**src/rtl/ucode_pkg.sv**
```systemverilog
// Microcode word formats, next-state selector encoding and branch helper for useq_ctrl.
// Latency: none, types and a pure function only.
// Backpressure: not applicable.
package ucode_pkg;

  localparam int STATE_W = 8;
  localparam int CTRL_W  = 32;
  localparam int OPC_W   = 14;
  localparam int FLAG_W  = 8;

  typedef enum logic [1:0] {
    NSEL_SEQ    = 2'd0,
    NSEL_OPC    = 2'd1,
    NSEL_BRANCH = 2'd2,
    NSEL_RET    = 2'd3
  } nsel_t;

  typedef struct packed {
    logic [CTRL_W-1:0]  ctrl;
    logic [OPC_W-1:0]   opc;
    logic               last;
    logic               op_sel;
    nsel_t              nsel;
    logic               call;
    logic [STATE_W-1:0] next;
    logic [STATE_W-1:0] ret;
  } uword_t;

  typedef struct packed {
    logic [OPC_W-1:0]   ctrl;
    logic               polarity;
    logic [2:0]         cond_sel;
    logic [FLAG_W-1:0]  flags;
    logic [STATE_W-1:0] next;
  } opword_t;

  // polarity=1 branches on a set flag, polarity=0 on a clear flag
  function automatic logic branch_taken(input logic [7:0] p, input logic [2:0] sel,
                                        input logic polarity);
    return p[sel] ^ ~polarity;
  endfunction

endpackage

```
**src/rtl/useq_stack.sv**
```systemverilog
// Micro-call return LIFO with full/empty flags; overflowing pushes and underflowing pops are dropped.
// Latency: push/pop take effect on the next clock; top_dat is combinational from the current top.
// Backpressure: en=0 freezes the stack (whole-sequencer stall).
module useq_stack #(
  parameter int DEPTH = 2,
  parameter int W     = 8
) (
  input  logic         clk,
  input  logic         rst_n,
  input  logic         en,
  input  logic         push,
  input  logic         pop,
  input  logic [W-1:0] push_dat,
  output logic [W-1:0] top_dat,
  output logic         full,
  output logic         empty
);

  localparam int CNT_W = $clog2(DEPTH + 1);
  localparam int IDX_W = (DEPTH > 1) ? $clog2(DEPTH) : 1;

  logic [W-1:0]     mem [DEPTH];
  logic [CNT_W-1:0] cnt;
  logic [IDX_W-1:0] top_idx;
  logic [IDX_W-1:0] wr_idx;

  assign full    = (cnt == CNT_W'(DEPTH));
  assign empty   = (cnt == '0);
  assign top_idx = IDX_W'(cnt - 1'b1);
  assign wr_idx  = IDX_W'(cnt);
  assign top_dat = empty ? '0 : mem[top_idx];

  always_ff @(posedge clk or negedge rst_n) begin
    if (!rst_n) begin
      cnt <= '0;
      for (int i = 0; i < DEPTH; i++) mem[i] <= '0;
    end else if (en) begin
      if (push && !full) begin
        mem[wr_idx] <= push_dat;
        cnt         <= cnt + 1'b1;
      end else if (pop && !empty) begin
        cnt <= cnt - 1'b1;
      end
    end
  end

endmodule

```
**src/rtl/useq_ctrl.sv**
```systemverilog
// Microcode sequencer: micro-PC, opcode latch, branch, call/return stack; UCODE_IRQ_EN adds interrupt entry.
// Latency: upc registered from the current uword; controls registered one cycle behind upc.
// Backpressure: ready=0 holds every register and suppresses irq_ack.
module useq_ctrl
  import ucode_pkg::*;
#(
  parameter int STATE_W      = ucode_pkg::STATE_W,
  parameter int CTRL_W       = ucode_pkg::CTRL_W,
  parameter int OPC_W        = ucode_pkg::OPC_W,
  parameter int FLAG_W       = ucode_pkg::FLAG_W,
  parameter int STACK_DEPTH  = 2,
  parameter int RESET_STATE  = 0,
  parameter int TAKEN_STATE  = 63,
  parameter int NTAKEN_STATE = 0,
  parameter int IRQ_STATE    = 1,
  parameter int I_BIT        = 2
) (
  input  logic                    clk,
  input  logic                    reset_b,
  input  logic                    ready,
  input  logic [7:0]              data_in,
  input  logic [7:0]              p,
  output logic [STATE_W-1:0]      upc,
  input  uword_t                  uword,
  output logic [7:0]              opcode,
  input  opword_t                 opword,
  output logic [FLAG_W-1:0]       op_flags,
  output logic [CTRL_W+OPC_W-1:0] controls,
  input  logic                    irq,
  output logic                    irq_ack,
  output logic                    ustack_err
);

  logic               first;
  logic               irq_req;
  logic               irq_take;
  logic               ret_sel;
  logic               push_req;
  logic               pop_req;
  logic               err_set;
  logic               first_nxt;
  logic [STATE_W-1:0] upc_nxt;
  logic [STATE_W-1:0] stk_top;
  logic               stk_full;
  logic               stk_empty;

  assign op_flags = opword.flags;
  assign irq_req  = uword.last & irq & ~p[I_BIT];

  useq_stack #(
    .DEPTH (STACK_DEPTH),
    .W     (STATE_W)
  ) u_stack (
    .clk      (clk),
    .rst_n    (reset_b),
    .en       (ready),
    .push     (push_req),
    .pop      (pop_req),
    .push_dat (uword.ret),
    .top_dat  (stk_top),
    .full     (stk_full),
    .empty    (stk_empty)
  );

  always_comb begin
    irq_take  = 1'b0;
`ifdef UCODE_IRQ_EN
    irq_take  = irq_req;
`else
    // interrupts are not part of this build; irq_req is folded away
    irq_take  = 1'b0 & irq_req;
`endif
    // interrupt entry overrides nsel, so a RET under irq neither pops nor blocks the push
    ret_sel   = (uword.nsel == NSEL_RET) && !irq_take;
    pop_req   = ret_sel;
    push_req  = uword.call && !ret_sel;
    err_set   = (push_req && stk_full) || (pop_req && stk_empty);
    first_nxt = uword.last && !irq_take;

    upc_nxt = uword.next;
    case (uword.nsel)
      NSEL_SEQ:    upc_nxt = uword.next;
      NSEL_OPC:    upc_nxt = opword.next;
      NSEL_BRANCH: upc_nxt = branch_taken(p, opword.cond_sel, opword.polarity)
                             ? STATE_W'(TAKEN_STATE) : STATE_W'(NTAKEN_STATE);
      NSEL_RET:    upc_nxt = stk_empty ? STATE_W'(RESET_STATE) : stk_top;
      default:     upc_nxt = uword.next;
    endcase
    if (irq_take) upc_nxt = STATE_W'(IRQ_STATE);
  end

  always_ff @(posedge clk or negedge reset_b) begin
    if (!reset_b) begin
      upc        <= STATE_W'(RESET_STATE);
      opcode     <= '0;
      first      <= 1'b0;
      controls   <= '0;
      ustack_err <= 1'b0;
    end else if (ready) begin
      upc      <= upc_nxt;
      first    <= first_nxt;
      controls <= {uword.ctrl, uword.op_sel ? opword.ctrl : uword.opc};
      if (first)   opcode     <= data_in;
      if (err_set) ustack_err <= 1'b1;
    end
  end

`ifdef UCODE_IRQ_EN
  logic irq_ack_q;

  always_ff @(posedge clk or negedge reset_b) begin
    if (!reset_b) irq_ack_q <= 1'b0;
    else          irq_ack_q <= ready & irq_take;
  end

  assign irq_ack = irq_ack_q;
`else
  assign irq_ack = 1'b0;
`endif

endmodule

```
**config.mk**
```make
export PLATFORM = sky130hd
export DESIGN_NAME = useq_ctrl
export DESIGN_NICKNAME = d
export VERILOG_FILES = /design/src/rtl/ucode_pkg.sv /design/src/rtl/useq_stack.sv /design/src/rtl/useq_ctrl.sv
export SDC_FILE = /design/constraint.sdc
export NUM_CORES = 1
export LEC_CHECK = 0
export ABC_AREA = 1
export CAP_MARGIN = 20
export CORE_MARGIN = 2
export CORE_UTILIZATION = 41
export CTS_CLUSTER_DIAMETER = 50
export CTS_CLUSTER_SIZE = 12
export DETAILED_ROUTE_END_ITERATION = 6
export PLACE_DENSITY_LB_ADDON = 0.1
export SYNTH_ARGS = -nofsm -noshare
export SYNTH_HDL_FRONTEND = slang
export SYNTH_HIERARCHICAL = 1
export SYNTH_SLANG_ARGS = --single-unit
```
**constraint.sdc**
```tcl
create_clock -name clk -period 2 [get_ports clk]
set_input_delay 0.3 -clock clk [delete_from_list [all_inputs] [get_ports clk]]
set_output_delay 0.3 -clock clk [all_outputs]
set_load 0.01 [all_outputs]
```
==> impl_metrics.tcl <==
set metrics [dict create \
    finalPower_mw 5.21 \
    seq_area_um2 2050 \
    post-route-period-util_pct 87.3 \
    final_cells 782 \
    numPortBuffers 174 \
    dp.cells 765 \
    cts_tree "done" \
    ys_warn_count 6 \
    core_um2 9240 \
    startpoint_type "flip-flop" \
    drt-met1-wl_mm 4.57 \
    wl_met2_mm 5.41 \
    synth_edf_count 0 \
    grt_pass1_wl_mm 17.2 \
    crit_start "u_stack/cnt[0]" \
    p_leak_nw 2.85 \
    async_reset_ff_share_pct 100 \
    num_vias 3696 \
    peakVddDrop_uv 608 \
    post-route-cell-area_um2 5970 \
    hold_violations 0 \
    status "complete, no violations" \
    cp.arrival_ns 1.99 \
    setup_violations 0 \
    finalSetupTns_ns 0 \
    rr_startpoint "u_stack/cnt[0]" \
    wl_met3_um 668 \
    rsz0062_at_grt "no" \
    r2r_end "upc[5]" \
    multi_input_area_um2 1570 \
    ff2ff_path_depth 9 \
    min_period_ns 1.75 \
    htree_num_levels 3 \
    route.detailed.drc 0 \
    ys_ff_latch 82 \
    hold_path_class "in2reg" \
    synth_largest_area_cell "dfrtp_1" \
    ant_nets 0 \
    clk_path_buf_depth 2 \
    overflow 0 \
    worstHoldStart "ready" \
    initial_core_util_pct 42.3 \
    synth.net_count 603 \
    cts_root_buffer "clkbuf_8" \
    antenna_found_initial 0 \
    grt_usage_pct 21.0 \
    hold_depth 3 \
    synth_top_area_share_pct 52.5 \
    clk_latency_ns 0.35 \
    powerDensity_nw_per_um2 872 \
    die_width_um 102 \
    synthTopCellsByCount "195 x nand2_1, 82 x dfrtp_1, 45 x nor2_1" \
    dr.pass1.iters 4 \
    synth.avg_cell_area_um2 8.15 \
    synth.top_cells.by_area "dfrtp_1 52%, nand2_1 19%, nor2_1 4.3%" \
    fillCellCount 807 \
    vias_per_cell 4.73 \
    crit_fanout 11 \
    first_global_vias 3657 \
    path_class "reg2reg" \
    path_clk_slew_ns 0.08 \
    drtIter0Drc 133 \
    yosys_most_used_dff "dfrtp_1" \
    cap_violations 0 \
    fp.dieH_um 102 \
    min_to "u_stack/mem[10]" \
    antenna_cells 0 \
    synth.most_common_cell "nand2_1" \
    synth_seq_area_share_pct 52.5 \
    grt_max_degree 48 \
    ios 193 \
    layout-drive-gt1-share_pct 8.42 \
    endpoint_kind "flip-flop" \
    nets 771 \
    drt-wirelength-per-cell_um 13.8 \
    rows 35 \
    highest_layer "met4" \
    cts_made_buffers 9 \
    skew_ns 0.00571 \
    gp_congestion 0.851 \
    postSynthCellCount 480 \
    routed_wl_mm 10.8 \
    holdWs_ns 0.411 \
    syn_to_final_growth_pct 52.8 \
    place_area_um2 5720 \
    syn_area_um2 3910 \
    drv_slew 0 \
    required_ns 2.24 \
    synthDistinctLibCells 28 \
    dieArea_um2 10300 \
    hpwl_mm 8.08 \
    max_freq_mhz 573 \
    cts_sinks 82 \
    ff2ff_setup_slack_ns 0.26 \
    postCtsSetupBuffers 0 \
]
-- power breakdown --
group / switching [mW] / leakage, nW / internal (mW) / total, mW
Combinational: 0.814 / 1.74 / 0.786 / 1.60
Sequential: 0.191 / 0.994 / 1.98 / 2.17
Clock: 0.609 / 0.117 / 0.834 / 1.44
-- flip-flops by register name, indices dropped and copies added, names as in the netlist --
| signal | flops |
|---|---|
| ustack_err | 1 |
| u_stack/mem | 16 |
| u_stack/cnt | 2 |
| upc | 8 |
| controls | 46 |
| opcode | 8 |
| first | 1 |
-- area by class of cell --
type,count,share of cell area [%]
clock buffer,10,2.14
inverter,30,1.88
tap,129,2.70
multi-input combinational,339,26.2
sequential,82,34.4
clock inverter,6,1.93
timing repair buffer,186,30.8
-- cell usage in the layout, fill, tap and decap left out, drive strengths merged --
cell type and instances:
a21o 1, a21oi 14, a22o 1, a31oi 2
buf 13, bufinv 3, clkbuf 10, clkdlybuf4s50 172
clkinv 2, clkinvlp 1, conb 1, dfrtp 82
dlygate4sd3 1, ha 2, inv 30, mux2 8
nand2 199, nand3 16, nand4 9, nor2 50
o21ai 36
-- layer usage --
| layer | global-route usage [%] | vias to the layer above |
|---|---|---|
| met3 | 4.21 | 10 |
| met2 | 35.9 | 116 |
| li1 | - | 1842 |
| met1 | 27.0 | 1728 |
| met5 | 0 | - |
| met4 | 6.55 | 0 |
-- logic make-up (layout without fill, tap and decap cells) --
kind of cell             Yosys count  in the layout  synth area share [%]
buffers and inverters             59            232                  7.52
other                              1              1                0.0959
flip-flops                        82             82                  52.5
adder cells (fa/ha/maj)            2              2                 0.640
AO/OA/AOI/OAI                     54             54                  7.13
AND/OR/NAND/NOR                  274            274                  29.8
multiplexers                       8              8                  2.30
-- worst max path at each step --
stage / slack, ns / endpoint / cells after the start
2_1_floorplan: 0.38 / upc[0] / 11
3_3_place_gp: 0.21 / u_stack/mem[5] / 6
3_5_place_dp: 0.17 / upc[5] / 9
4_1_cts: 0.16 / upc[5] / 9
5_1_grt: 0.07 / upc[7] / 7
6_report: 0.26 / upc[5] / 9
-- worst max-delay path, cell delays in order (launching register included) --
cell and delay, ns:
dfrtp_2 0.48, inv_1 0.20, ha_1 0.28, inv_1 0.17
o21ai_0 0.11, nor2_1 0.08, a21oi_1 0.14, nand2_1 0.08
nand2_1 0.06, nand2_1 0.04
-- per-stage QoR --
step,setup slack (ns),util [%]
detailed placement,0.174,61.9
CTS,0.160,64.6
floorplan,0.378,-
global route,0.0749,64.7
finish,0.255,64.7
global placement,0.215,61.9
-- repair_timing --
action / in CTS / in global routing
resized for setup: 0 / 1
endpoints found under the setup margin: 0 / 10
hold buffers: 1 / 0
hold endpoints to repair: 35 / 0
(Power assumes the default switching activity.)
